$ cat config.mk
export PLATFORM = sky130hd
export DESIGN_NAME = mem_port_arbiter_flat
export DESIGN_NICKNAME = d
export VERILOG_FILES = /design/src/rtl/mem_arb_pkg.sv /design/src/rtl/mem_port_arbiter_if.sv /design/src/rtl/arb_wait_timer.sv /design/src/rtl/mem_port_arbiter.sv /design/src/flat_wrapper.sv
export SDC_FILE = /design/constraint.sdc
export NUM_CORES = 1
export LEC_CHECK = 0
export BUFFER_PORTS_ARGS = -buffer_cell sky130_fd_sc_hd__buf_2
export CORE_MARGIN = 10
export CORE_UTILIZATION = 34
export DETAILED_ROUTE_END_ITERATION = 12
export PLACE_DENSITY = 0.71
export SLEW_MARGIN = 10
export SYNTH_ARGS = -nofsm -noshare
export SYNTH_HDL_FRONTEND = slang
export SYNTH_SLANG_ARGS = --single-unit
export TNS_END_PERCENT = 20
$ cat constraint.sdc
create_clock -name clk -period 1.6 [get_ports clk]
set_clock_uncertainty 0.05 [all_clocks]
set_input_delay 0.24 -clock clk [delete_from_list [all_inputs] [get_ports clk]]
set_output_delay 0.24 -clock clk [all_outputs]
set_load 0.01 [all_outputs]
$ cat src/rtl/mem_arb_pkg.sv
// Shared definitions for the unified memory port arbiter.
// Contents: arbiter state encoding and the owner select encoding driven on sel.
package mem_arb_pkg;

  typedef enum logic [1:0] {
    StIdle  = 2'd0,
    StOwnIf = 2'd1,
    StOwnDm = 2'd2,
    StResp  = 2'd3
  } arb_state_e;

  localparam logic OWNER_IF = 1'b0;
  localparam logic OWNER_DM = 1'b1;

endpackage

$ cat src/rtl/mem_port_arbiter_if.sv
// Bundle of requester (IF, DM) and memory-side signals around the memory port arbiter.
// slave  : arbiter view (takes requests and memory responses, drives grants/done/memory port).
// master : environment view (requesters plus the memory).
interface mem_port_arbiter_if #(
  parameter int unsigned AW = 32,
  parameter int unsigned DW = 32
) ();
  logic          if_req;
  logic [AW-1:0] if_addr;
  logic          if_gnt;
  logic          if_done;
  logic [DW-1:0] if_rdata;
  logic          dm_req;
  logic          dm_we;
  logic [AW-1:0] dm_addr;
  logic [DW-1:0] dm_wdata;
  logic          dm_gnt;
  logic          dm_done;
  logic [DW-1:0] dm_rdata;
  logic          mem_req;
  logic          mem_we;
  logic [AW-1:0] mem_addr;
  logic [DW-1:0] mem_wdata;
  logic [DW-1:0] mem_rdata;
  logic          mem_ready;
  logic          sel;
  logic          err;

  modport slave (
    input  if_req, if_addr, dm_req, dm_we, dm_addr, dm_wdata, mem_rdata, mem_ready,
    output if_gnt, if_done, if_rdata, dm_gnt, dm_done, dm_rdata,
    output mem_req, mem_we, mem_addr, mem_wdata, sel, err
  );

  modport master (
    output if_req, if_addr, dm_req, dm_we, dm_addr, dm_wdata, mem_rdata, mem_ready,
    input  if_gnt, if_done, if_rdata, dm_gnt, dm_done, dm_rdata,
    input  mem_req, mem_we, mem_addr, mem_wdata, sel, err
  );
endinterface

$ cat src/rtl/arb_wait_timer.sv
// Counts consecutive cycles an access has waited for mem_ready.
// clear_i   : zero the count (held while no access is in flight)
// tick_i    : one more cycle waited without ready
// expired_o : the current cycle is the WAIT_MAX-th waiting cycle
module arb_wait_timer #(
  parameter int unsigned WAIT_MAX = 15
) (
  input  logic clk,
  input  logic rst_n,
  input  logic clear_i,
  input  logic tick_i,
  output logic expired_o
);
  localparam int unsigned CW = (WAIT_MAX < 2) ? 1 : $clog2(WAIT_MAX);

  logic [CW-1:0] cnt_q, cnt_d;

  // cnt_q holds cycles already waited, so expiry is visible combinationally in the
  // last allowed cycle, letting a same-cycle mem_ready take priority over the abort.
  assign expired_o = (cnt_q == CW'(WAIT_MAX - 1));

  always_comb begin
    cnt_d = cnt_q;
    if (clear_i) begin
      cnt_d = '0;
    end else if (tick_i && !expired_o) begin
      cnt_d = cnt_q + CW'(1);
    end
  end

  always_ff @(posedge clk or negedge rst_n) begin
    if (!rst_n) begin
      cnt_q <= '0;
    end else begin
      cnt_q <= cnt_d;
    end
  end
endmodule

$ cat src/rtl/mem_port_arbiter.sv
// Round-robin arbiter sharing one memory port between instruction fetch (IF) and data
// memory (DM). One transaction in flight; the winner's request is latched onto the port.
// clk, rst_n : clock and asynchronous active-low reset
// bus        : requester handshakes, memory port, sel (owner mux select) and err (timeout)
module mem_port_arbiter
  import mem_arb_pkg::*;
#(
  parameter int unsigned AW       = 32,
  parameter int unsigned DW       = 32,
  parameter int unsigned WAIT_MAX = 15
) (
  input  logic                clk,
  input  logic                rst_n,
  mem_port_arbiter_if.slave   bus
);
  arb_state_e    state_q, state_d;
  logic          last_owner_q, last_owner_d;
  logic          sel_q, sel_d;
  logic          err_q, err_d;
  logic          we_q, we_d;
  logic [AW-1:0] addr_q, addr_d;
  logic [DW-1:0] wdata_q, wdata_d;
  logic [DW-1:0] if_rdata_q, if_rdata_d;
  logic [DW-1:0] dm_rdata_q, dm_rdata_d;
  logic          own;
  logic          owner;
  logic          expired;

  assign own   = (state_q == StOwnIf) || (state_q == StOwnDm);
  assign owner = (state_q == StOwnDm) ? OWNER_DM : OWNER_IF;

  arb_wait_timer #(
    .WAIT_MAX (WAIT_MAX)
  ) u_wait_timer (
    .clk       (clk),
    .rst_n     (rst_n),
    .clear_i   (!own),
    .tick_i    (own && !bus.mem_ready),
    .expired_o (expired)
  );

  always_comb begin
    state_d      = state_q;
    last_owner_d = last_owner_q;
    sel_d        = sel_q;
    err_d        = 1'b0;
    we_d         = we_q;
    addr_d       = addr_q;
    wdata_d      = wdata_q;
    if_rdata_d   = if_rdata_q;
    dm_rdata_d   = dm_rdata_q;
    unique case (state_q)
      StIdle: begin
        // On a tie the side that did not own the port last time wins.
        if (bus.if_req && (!bus.dm_req || last_owner_q == OWNER_DM)) begin
          state_d = StOwnIf;
          sel_d   = OWNER_IF;
          we_d    = 1'b0;
          addr_d  = bus.if_addr;
          wdata_d = '0;
        end else if (bus.dm_req) begin
          state_d = StOwnDm;
          sel_d   = OWNER_DM;
          we_d    = bus.dm_we;
          addr_d  = bus.dm_addr;
          wdata_d = bus.dm_wdata;
        end
      end
      StOwnIf, StOwnDm: begin
        if (bus.mem_ready) begin
          if (!we_q) begin
            if (owner == OWNER_DM) dm_rdata_d = bus.mem_rdata;
            else                   if_rdata_d = bus.mem_rdata;
          end
          last_owner_d = owner;
          state_d      = StResp;
        end else if (expired) begin
          err_d        = 1'b1;
          last_owner_d = owner;
          state_d      = StResp;
        end
      end
      StResp:  state_d = StIdle;
      default: state_d = StIdle;
    endcase
  end

  always_ff @(posedge clk or negedge rst_n) begin
    if (!rst_n) begin
      state_q      <= StIdle;
      last_owner_q <= OWNER_DM;
      sel_q        <= OWNER_IF;
      err_q        <= 1'b0;
      we_q         <= 1'b0;
      addr_q       <= '0;
      wdata_q      <= '0;
      if_rdata_q   <= '0;
      dm_rdata_q   <= '0;
    end else begin
      state_q      <= state_d;
      last_owner_q <= last_owner_d;
      sel_q        <= sel_d;
      err_q        <= err_d;
      we_q         <= we_d;
      addr_q       <= addr_d;
      wdata_q      <= wdata_d;
      if_rdata_q   <= if_rdata_d;
      dm_rdata_q   <= dm_rdata_d;
    end
  end

  // last_owner_q is already updated to the finishing owner when RESP is entered.
  assign bus.if_gnt    = (state_q == StOwnIf);
  assign bus.dm_gnt    = (state_q == StOwnDm);
  assign bus.if_done   = (state_q == StResp) && (last_owner_q == OWNER_IF);
  assign bus.dm_done   = (state_q == StResp) && (last_owner_q == OWNER_DM);
  assign bus.if_rdata  = if_rdata_q;
  assign bus.dm_rdata  = dm_rdata_q;
  assign bus.mem_req   = own;
  assign bus.mem_we    = we_q;
  assign bus.mem_addr  = addr_q;
  assign bus.mem_wdata = wdata_q;
  assign bus.sel       = sel_q;
  assign bus.err       = err_q;
endmodule

$ cat src/flat_wrapper.sv
// flat-port wrapper written by rule: the top's interface ports become plain ports
module mem_port_arbiter_flat import mem_arb_pkg::*;
#(
  parameter int unsigned AW       = 32,
  parameter int unsigned DW       = 32,
  parameter int unsigned WAIT_MAX = 15
)
  (clk, rst_n, bus_if_req, bus_if_addr, bus_dm_req, bus_dm_we, bus_dm_addr, bus_dm_wdata, bus_mem_rdata, bus_mem_ready, bus_if_gnt, bus_if_done, bus_if_rdata, bus_dm_gnt, bus_dm_done, bus_dm_rdata, bus_mem_req, bus_mem_we, bus_mem_addr, bus_mem_wdata, bus_sel, bus_err);
  mem_port_arbiter_if #(.AW(AW), .DW(DW)) bus_i ();
  input  logic clk;
  input  logic rst_n;
  input wire logic [$bits(bus_i.if_req)-1:0] bus_if_req;
  input wire logic [$bits(bus_i.if_addr)-1:0] bus_if_addr;
  input wire logic [$bits(bus_i.dm_req)-1:0] bus_dm_req;
  input wire logic [$bits(bus_i.dm_we)-1:0] bus_dm_we;
  input wire logic [$bits(bus_i.dm_addr)-1:0] bus_dm_addr;
  input wire logic [$bits(bus_i.dm_wdata)-1:0] bus_dm_wdata;
  input wire logic [$bits(bus_i.mem_rdata)-1:0] bus_mem_rdata;
  input wire logic [$bits(bus_i.mem_ready)-1:0] bus_mem_ready;
  output wire logic [$bits(bus_i.if_gnt)-1:0] bus_if_gnt;
  output wire logic [$bits(bus_i.if_done)-1:0] bus_if_done;
  output wire logic [$bits(bus_i.if_rdata)-1:0] bus_if_rdata;
  output wire logic [$bits(bus_i.dm_gnt)-1:0] bus_dm_gnt;
  output wire logic [$bits(bus_i.dm_done)-1:0] bus_dm_done;
  output wire logic [$bits(bus_i.dm_rdata)-1:0] bus_dm_rdata;
  output wire logic [$bits(bus_i.mem_req)-1:0] bus_mem_req;
  output wire logic [$bits(bus_i.mem_we)-1:0] bus_mem_we;
  output wire logic [$bits(bus_i.mem_addr)-1:0] bus_mem_addr;
  output wire logic [$bits(bus_i.mem_wdata)-1:0] bus_mem_wdata;
  output wire logic [$bits(bus_i.sel)-1:0] bus_sel;
  output wire logic [$bits(bus_i.err)-1:0] bus_err;
  assign bus_i.if_req = bus_if_req;
  assign bus_i.if_addr = bus_if_addr;
  assign bus_i.dm_req = bus_dm_req;
  assign bus_i.dm_we = bus_dm_we;
  assign bus_i.dm_addr = bus_dm_addr;
  assign bus_i.dm_wdata = bus_dm_wdata;
  assign bus_i.mem_rdata = bus_mem_rdata;
  assign bus_i.mem_ready = bus_mem_ready;
  assign bus_if_gnt = bus_i.if_gnt;
  assign bus_if_done = bus_i.if_done;
  assign bus_if_rdata = bus_i.if_rdata;
  assign bus_dm_gnt = bus_i.dm_gnt;
  assign bus_dm_done = bus_i.dm_done;
  assign bus_dm_rdata = bus_i.dm_rdata;
  assign bus_mem_req = bus_i.mem_req;
  assign bus_mem_we = bus_i.mem_we;
  assign bus_mem_addr = bus_i.mem_addr;
  assign bus_mem_wdata = bus_i.mem_wdata;
  assign bus_sel = bus_i.sel;
  assign bus_err = bus_i.err;
  mem_port_arbiter #(.AW(AW), .DW(DW), .WAIT_MAX(WAIT_MAX)) u_core (.clk(clk), .rst_n(rst_n), .bus(bus_i));
endmodule
==> results.cfg, run 1 <==
[finish]
stdcell_area_mm2 = 0.008534
final_common_cell = buf_2
area_delta_synth_final_pct = 46.53
drive_above_1_share_pct = 51.74
nets = 902
final_cell_mix = buf_2 (265), dfrtp_1 (137), nand3_1 (36), dlygate4sd3_1 (36)

[power]
ir_drop_v = 0.0008905
power_uw = 17200
clockPowerShare_pct = 21.9
pwr-share-comb_pct = 42.9
p_seq_share_pct = 35.1
power.switching_uw = 6229
cellLeakagePower_uw = 0.004240
power_density_mw_per_mm2 = 2016
swShare_pct = 36.21
intPower_uw = 10980

[worst_setup_path]
cp-end-kind = flop
r2r-start = u_core.state_q[0]
start_kind = flop
cp-startpoint = u_core.state_q[0]
regToRegEndpoint = u_core.bus.if_rdata[9]
crit_fanout = 32
r2r_setup_slack_ns = -0.13
critPathArrivalTime_ns = 1.98
endpoint = u_core.bus.if_rdata[9]
cp.required_ns = 1.85
criticalPathCategory = reg2reg
rr_worst_depth = 6

[grt]
grt_use_total_pct = 15.56
grt_pass1_wl_mm = 28.16
grt_pass1_vias = 5128
grt.overflow.total = 0
antenna_found_initial = 2
grt_max_degree = 65

[sta]
fin_crit_sh_pct = 108.3
timing.fmax_ghz = 0.5769
setup_tns_ns = -4.222
worst_pin_slew_ns = 0.8765
max_slew_margin_pct = 41.50
rsz0062_at_grt = true
report.final.setup_viol = 36
setup_ws_ns = -0.1335
period_needed_ns = 1.733
hold_viol_final = 0
maxSlewViolCount = 0

[placement]
place_congestion = 0.7744
portBuffers = 269
place_area_mm2 = 0.007550
dpl.hpwl_mm = 13.20

[routing]
ant_nets = 0
drc = 0
viasPerCell = 4.836
routed_wl_mm = 18.08
drt-wirelength-per-cell_um = 18.13
dr.pass1.iters = 5
num_vias = 4821
drtIter0Drc = 228

[clock_tree]
numCtsBuffers = 17
root_buffer = clkbuf_16
cts_setup_buffers = 0
cts_tree = built
cts_htree_levels = 4
clk_pin_slew_ns = 0.07
clkSinkCount = 138
clock_latency_ns = 0.41
cts.path.max_buffers = 2

[floorplanning]
dieWidth_um = 150.9
die-area_mm2 = 0.02277
die_h_um = 150.9
num_rows = 47
pin_count = 270
core_area_mm2 = 0.01670
start_util_pct = 34.87

[logic_synthesis]
netlist.area_leader.share_pct = 58.86
yosysTopAreaCell = dfrtp_1
syn_area_per_cell_um2 = 12.89
synth-seq-area-share_pct = 59.31
synth_cells = 452
ys_warn_count = 0
syn-num-nets = 592
synth_area_leaders = dfrtp_1 (59%), mux2_4 (7.7%), mux2_2 (6.6%)
netlist_area_mm2 = 0.005824
ys_ff_latch = 138
synth.distinct_cells = 37

[outcome]
violations = setup timing
run_status = finished with violations

[min_path]
holdCritPathClass = in2reg

[run]
maxCapViolCount = 0
[repair_timing]
action / in CTS / in global routing
resized for setup: 5 / 6
hold buffers: 35 / 1
hold endpoints to repair: 172 / 2
setup endpoints to repair: 37 / 59
[metal layers]
metal	share of wire (%)	global-route usage [%]	wire length, um	vias up
met5	0	0	0	-
met4	1.7	4.620	314	0
met3	9.5	6.235	1726	18
met2	47	24.30	8524	218
met1	42	19.44	7512	2309
li1	-	-	-	2276
[cell usage after synthesis, drive strengths merged]
cell and count:
a21boi 1, a21o 1, a21oi 1, a22o 33, a31oi 35, and2 2, and2b 1, and3 2
and4b 1, buf 27, clkbuf 9, dfrtp 137, dfstp 1, ha 6, inv 5, mux2 65
nand2 3, nand2b 3, nand3 36, nand3b 1, nand4 1, nand4b 1, nor2 35, nor2b 3
nor3 1, o2111ai 1, o211a 1, o211ai 1, o21a 1, o21ai 36, xnor2 1
[layout make-up]
type / count / area (um^2)
well taps: 220 / 275.3
inverters: 5 / 18.77
repair buffers: 327 / 2022
clock inverters: 15 / 157.7
diodes: 2 / 5.005
fillers: 1471 / 8167
clock buffers: 17 / 425.4
multi-input cells: 273 / 2176
flip-flops and latches: 138 / 3455
[registers in the layout (all words and copies together), names as in the netlist]
| register | count |
|---|---|
| u_core.bus.if_rdata | 32 |
| u_core.last_owner_q | 1 |
| u_core.bus.err | 1 |
| u_core.state_q | 2 |
| u_core.bus.dm_rdata | 32 |
| u_core.bus.mem_wdata | 32 |
| u_core.bus.mem_we | 1 |
| u_core.bus.sel | 1 |
| u_core.u_wait_timer.cnt_q | 4 |
| u_core.bus.mem_addr | 32 |
[metrics by stage]
step	cells	hold WS (ns)	setup slack, ns	util, %
global route	995	0.0004606	-0.1817	51.07
CTS	994	0.0009330	-0.1423	50.88
floorplan	452	-0.1056	-0.1445	-
global placement	927	0.07254	-0.1039	45.21
finish	997	0.02194	-0.1335	51.10
detailed placement	927	0.07164	-0.1343	45.21
[power by group through the flow]
stage                     Combinational (uW)  Clock, uW  Sequential [uW]
final                                   7390       3770             6050
after global routing                    8010       4080             6280
after CTS                               7480       3910             6040
after detailed placement                7370          0             6060
after global placement                  7180          0             6030
after floorplan                         3590          0             6750
[cells by family (layout without fill, tap and decap cells)]
logic type	count (synthesis)	after routing	share of synthesized area, %
fa+ha+maj	6	6	1.289
other cells	0	2	0
compound gates	111	111	12.87
simple gates	90	90	7.884
xor+xnor	1	1	0.1504
mux	65	65	14.50
flops	138	138	59.31
buf+inv	41	364	3.996
[critical path, cell delays in order (launching register included)]
cell	delay (ns)
dfrtp_1	0.35
inv_2	0.06
ha_4	0.30
nand2_4	0.06
nor3_4	0.19
buf_12	0.23
mux2_2	0.36
[worst min path at each step]
stage / start / to / slack [ns] / depth (start not counted)
after detailed placement: rst_n / u_core.bus.dm_rdata[27] / 0.07 / 1
after global placement: rst_n / u_core.bus.dm_rdata[22] / 0.07 / 1
final: bus_mem_rdata[8] / u_core.bus.dm_rdata[8] / 0.02 / 2
after global routing: bus_dm_wdata[28] / u_core.bus.mem_wdata[28] / 0.0005 / 2
after floorplan: rst_n / u_core.bus.dm_rdata[0] / -0.11 / 0
after CTS: bus_mem_rdata[20] / u_core.bus.dm_rdata[20] / 0.0009 / 2
No activity file was read; power rests on OpenSTA's default activity.
==> inputs of run 2 (changes only) <==
--- a/config.mk
+++ b/config.mk
@@ -5,11 +5,13 @@
 export SDC_FILE = /design/constraint.sdc
 export NUM_CORES = 1
 export LEC_CHECK = 0
+export ABC_AREA = 1
 export BUFFER_PORTS_ARGS = -buffer_cell sky130_fd_sc_hd__buf_2
+export CAP_MARGIN = 10
 export CORE_MARGIN = 10
 export CORE_UTILIZATION = 34
 export DETAILED_ROUTE_END_ITERATION = 12
-export PLACE_DENSITY = 0.71
+export PLACE_DENSITY = 0.7
 export SLEW_MARGIN = 10
 export SYNTH_ARGS = -nofsm -noshare
 export SYNTH_HDL_FRONTEND = slang
==> run 2 against run 1 <==
Against the previous run: the flow still finishes with violations (setup timing); combinational power down 9.3%; design area fell by 1.6%; area after synthesis rose by 2.0%; first-iteration DRC count is 13% lower; via count is 15% higher; die area increased by 1.8%; sequential share of layout area rose by 0.64 points; clock-buffer cell count increased by 3; critical path type is now reg2out.
==> results.cfg, run 2 <==
[outcome]
run_status = finished with violations
violations = setup timing

[grt]
grt_pass1_wl_mm = 30.65
grt.overflow.total = 0
grt_use_total_pct = 16.17
grt_pass1_vias = 5624
antenna_found_initial = 1
grt_max_degree = 66

[worst_setup_path]
slowest_delay_ns = 0.40
cp.required_ns = 1.31
regToRegEndpoint = u_core.bus.dm_rdata[29]
cp_top_family = flip-flops
critPathBufInv = 3
r2r_setup_slack_ns = 0.09
criticalPathCategory = reg2out
cp-end-kind = output port
critPathArrivalTime_ns = 1.33
crit_top_cell = buf_6
start_kind = flop
r2r-start = u_core.state_q[0]
rr_worst_depth = 8
crit_chain = inv_2 -> ha_4 -> buf_6 -> buf_6
crit_fanout = 3
crit_path_top_delay_cell = dfrtp_1

[routing]
drt-wirelength-per-cell_um = 15.55
drtIter0Drc = 198
num_vias = 5528
ant_nets = 0
dr.pass1.iters = 8
routed_wl_mm = 18.95
viasPerCell = 4.535
drc = 0

[floorplanning]
pin_count = 270
die_h_um = 152.2
dieWidth_um = 152.2
num_rows = 48
start_util_pct = 34.47
core_area_mm2 = 0.01724
die-area_mm2 = 0.02316

[sta]
period_needed_ns = 1.618
max_slew_margin_pct = 72.56
fin_crit_sh_pct = 101.1
worst_pin_slew_ns = 0.4115
report.final.setup_viol = 2
setup_ws_ns = -0.01825
hold_viol_final = 0
maxSlewViolCount = 0
rsz0062_at_grt = true
whs_ns = 0.02066
timing.fmax_ghz = 0.6180

[logic_synthesis]
synth_ff_type = dfrtp_1
synth_commonest_cells = nand2_1 (308), dfrtp_1 (137), nand3_1 (71)
netlist_area_mm2 = 0.005942
yosysTopAreaCell = dfrtp_1
netlist.area_leader.share_pct = 57.70
ys_warn_count = 0
post-synth-top-count-cell = nand2_1
synth_edf_count = 0
async_reset_ff_share_pct = 100.0
ys_ff_latch = 138
synth_area_leaders = dfrtp_1 (58%), nand2_1 (19%), nand3_1 (6.0%)
syn_area_per_cell_um2 = 8.599
synth-seq-area-share_pct = 58.14
syn-num-nets = 831
synth_cells = 691
synth.distinct_cells = 21

[power]
swShare_pct = 38.41
clockPowerShare_pct = 23.9
pwr-share-comb_pct = 40.7
cellLeakagePower_uw = 0.004847
ir_drop_v = 0.0008790
power.switching_uw = 6320
intPower_uw = 10130
p_seq_share_pct = 35.4
power_density_mw_per_mm2 = 1958

[min_path]
min_from = bus_dm_wdata[6]
holdCritPathClass = in2reg
hold_depth = 3
worst_hold_path.endpoint = u_core.bus.mem_wdata[6]

[finish]
nets = 1119
area_delta_synth_final_pct = 41.40
drive_above_1_share_pct = 34.48
instances_no_fill = 1219
final_common_cell = nand2_1
final_cell_mix = nand2_1 (306), buf_2 (264), dfrtp_1 (137)
n_fill_cell = 1663

[clock_tree]
root_buffer = clkbuf_16
cts_htree_levels = 4
cts_tree = built
cts.path.max_buffers = 2
clkSinkCount = 138
clk_pin_slew_ns = 0.06
clock_latency_ns = 0.40
numCtsBuffers = 17

[placement]
dpl.hpwl_mm = 14.11
place_congestion = 0.8210
dp.cells = 1170
portBuffers = 269

[run]
maxCapViolCount = 0
[run 2: changes by cell type in the layout (fill, tap and decap cells not counted), moves of 4 or more]
cell	delta
a22o_1	-33
nand2_2	+4
nand2_1	+304
mux2_4	-30
buf_4	+4
dlygate4sd3_1	-21
nand3_1	+35
inv_1	+38
o21ai_0	+7
nor2_1	-33
o21ai_1	+28
a31oi_1	-35
mux2_2	-34
[run 2: kinds of logic after synthesis]
kind of cell,synth area share [%]
simple gates,26.93
flops,58.14
buf+inv,7.496
compound gates,6.022
fa+ha+maj,1.263
xor+xnor,0.1474
[run 2: worst register-to-register path: stages (launching register included)]
cell and delay [ns]:
dfrtp_1 0.38, inv_2 0.07, ha_4 0.28, nand2_1 0.06, inv_2 0.09, nand3_4 0.07, buf_12 0.19, nand2_1 0.13
o21ai_0 0.08
[run 2: repair_timing]
item / 4_1_cts / 5_1_grt
endpoints found under the setup margin: 5 / 7
hold buffers: 15 / 0
gates resized for setup: 14 / 3
setup buffers: 1 / 0
pin swaps: 1 / 0
hold endpoints to repair: 49 / 0
[run 2: final cells by class]
class | count | area (um^2) | area share (%)
Sequential cell | 138 | 3455 | 41.12
Multi-Input combinational cell | 467 | 2074 | 24.69
Timing Repair Buffer | 309 | 1819 | 21.65
Clock buffer | 20 | 456.7 | 5.436
Tap cell | 225 | 281.5 | 3.351
Inverter | 46 | 172.7 | 2.055
Clock inverter | 12 | 137.6 | 1.638
Antenna cell | 2 | 5.005 | 0.05957
[run 2: power by group through the flow]
stage / clock [uW] / combinational (uW) / sequential, uW
after floorplan: 0 / 3010 / 6540
after global placement: 0 / 6520 / 5800
after detailed placement: 0 / 6680 / 5830
after CTS: 4050 / 6870 / 5820
after global routing: 4200 / 7580 / 6000
final: 3930 / 6700 / 5820
[run 2: how the worst max path moves through the flow]
| stage | slack [ns] | endpoint | startpoint | cells past startpoint |
|---|---|---|---|---|
| final | -0.02 | bus_mem_req | u_core.state_q[0] | 4 |
| after global routing | -0.08 | bus_mem_req | u_core.state_q[0] | 4 |
| after CTS | -0.05 | bus_mem_req | u_core.state_q[0] | 4 |
| after detailed placement | 0.06 | u_core.bus.dm_rdata[10] | u_core.state_q[1] | 7 |
| after global placement | 0.11 | u_core.bus.mem_wdata[3] | u_core.state_q[1] | 7 |
| after floorplan | 0.01 | u_core.bus.dm_rdata[23] | u_core.state_q[1] | 8 |
[run 2: routing by layer]
metal / vias up / GRT usage [%] / routed length, um
met5: - / 0 / 0
met4: 0 / 5.594 / 368
met3: 23 / 7.310 / 2141
met2: 223 / 25.08 / 8660
met1: 2535 / 19.48 / 7782
li1: 2747 / - / -
[run 2: through the flow]
step	util [%]	worst slack [ns]	total power, uW	TNS, ns	cell area, um^2
4_1_cts	48.66	-0.04604	16740	-0.1363	8388
3_3_place_gp	44.05	0.1090	12330	0	7594
6_report	48.74	-0.01825	16450	-0.02816	8402
3_5_place_dp	44.05	0.05922	12510	0	7594
2_1_floorplan	-	0.01002	9551	0	5944
5_1_grt	48.73	-0.07612	17790	-0.3062	8399
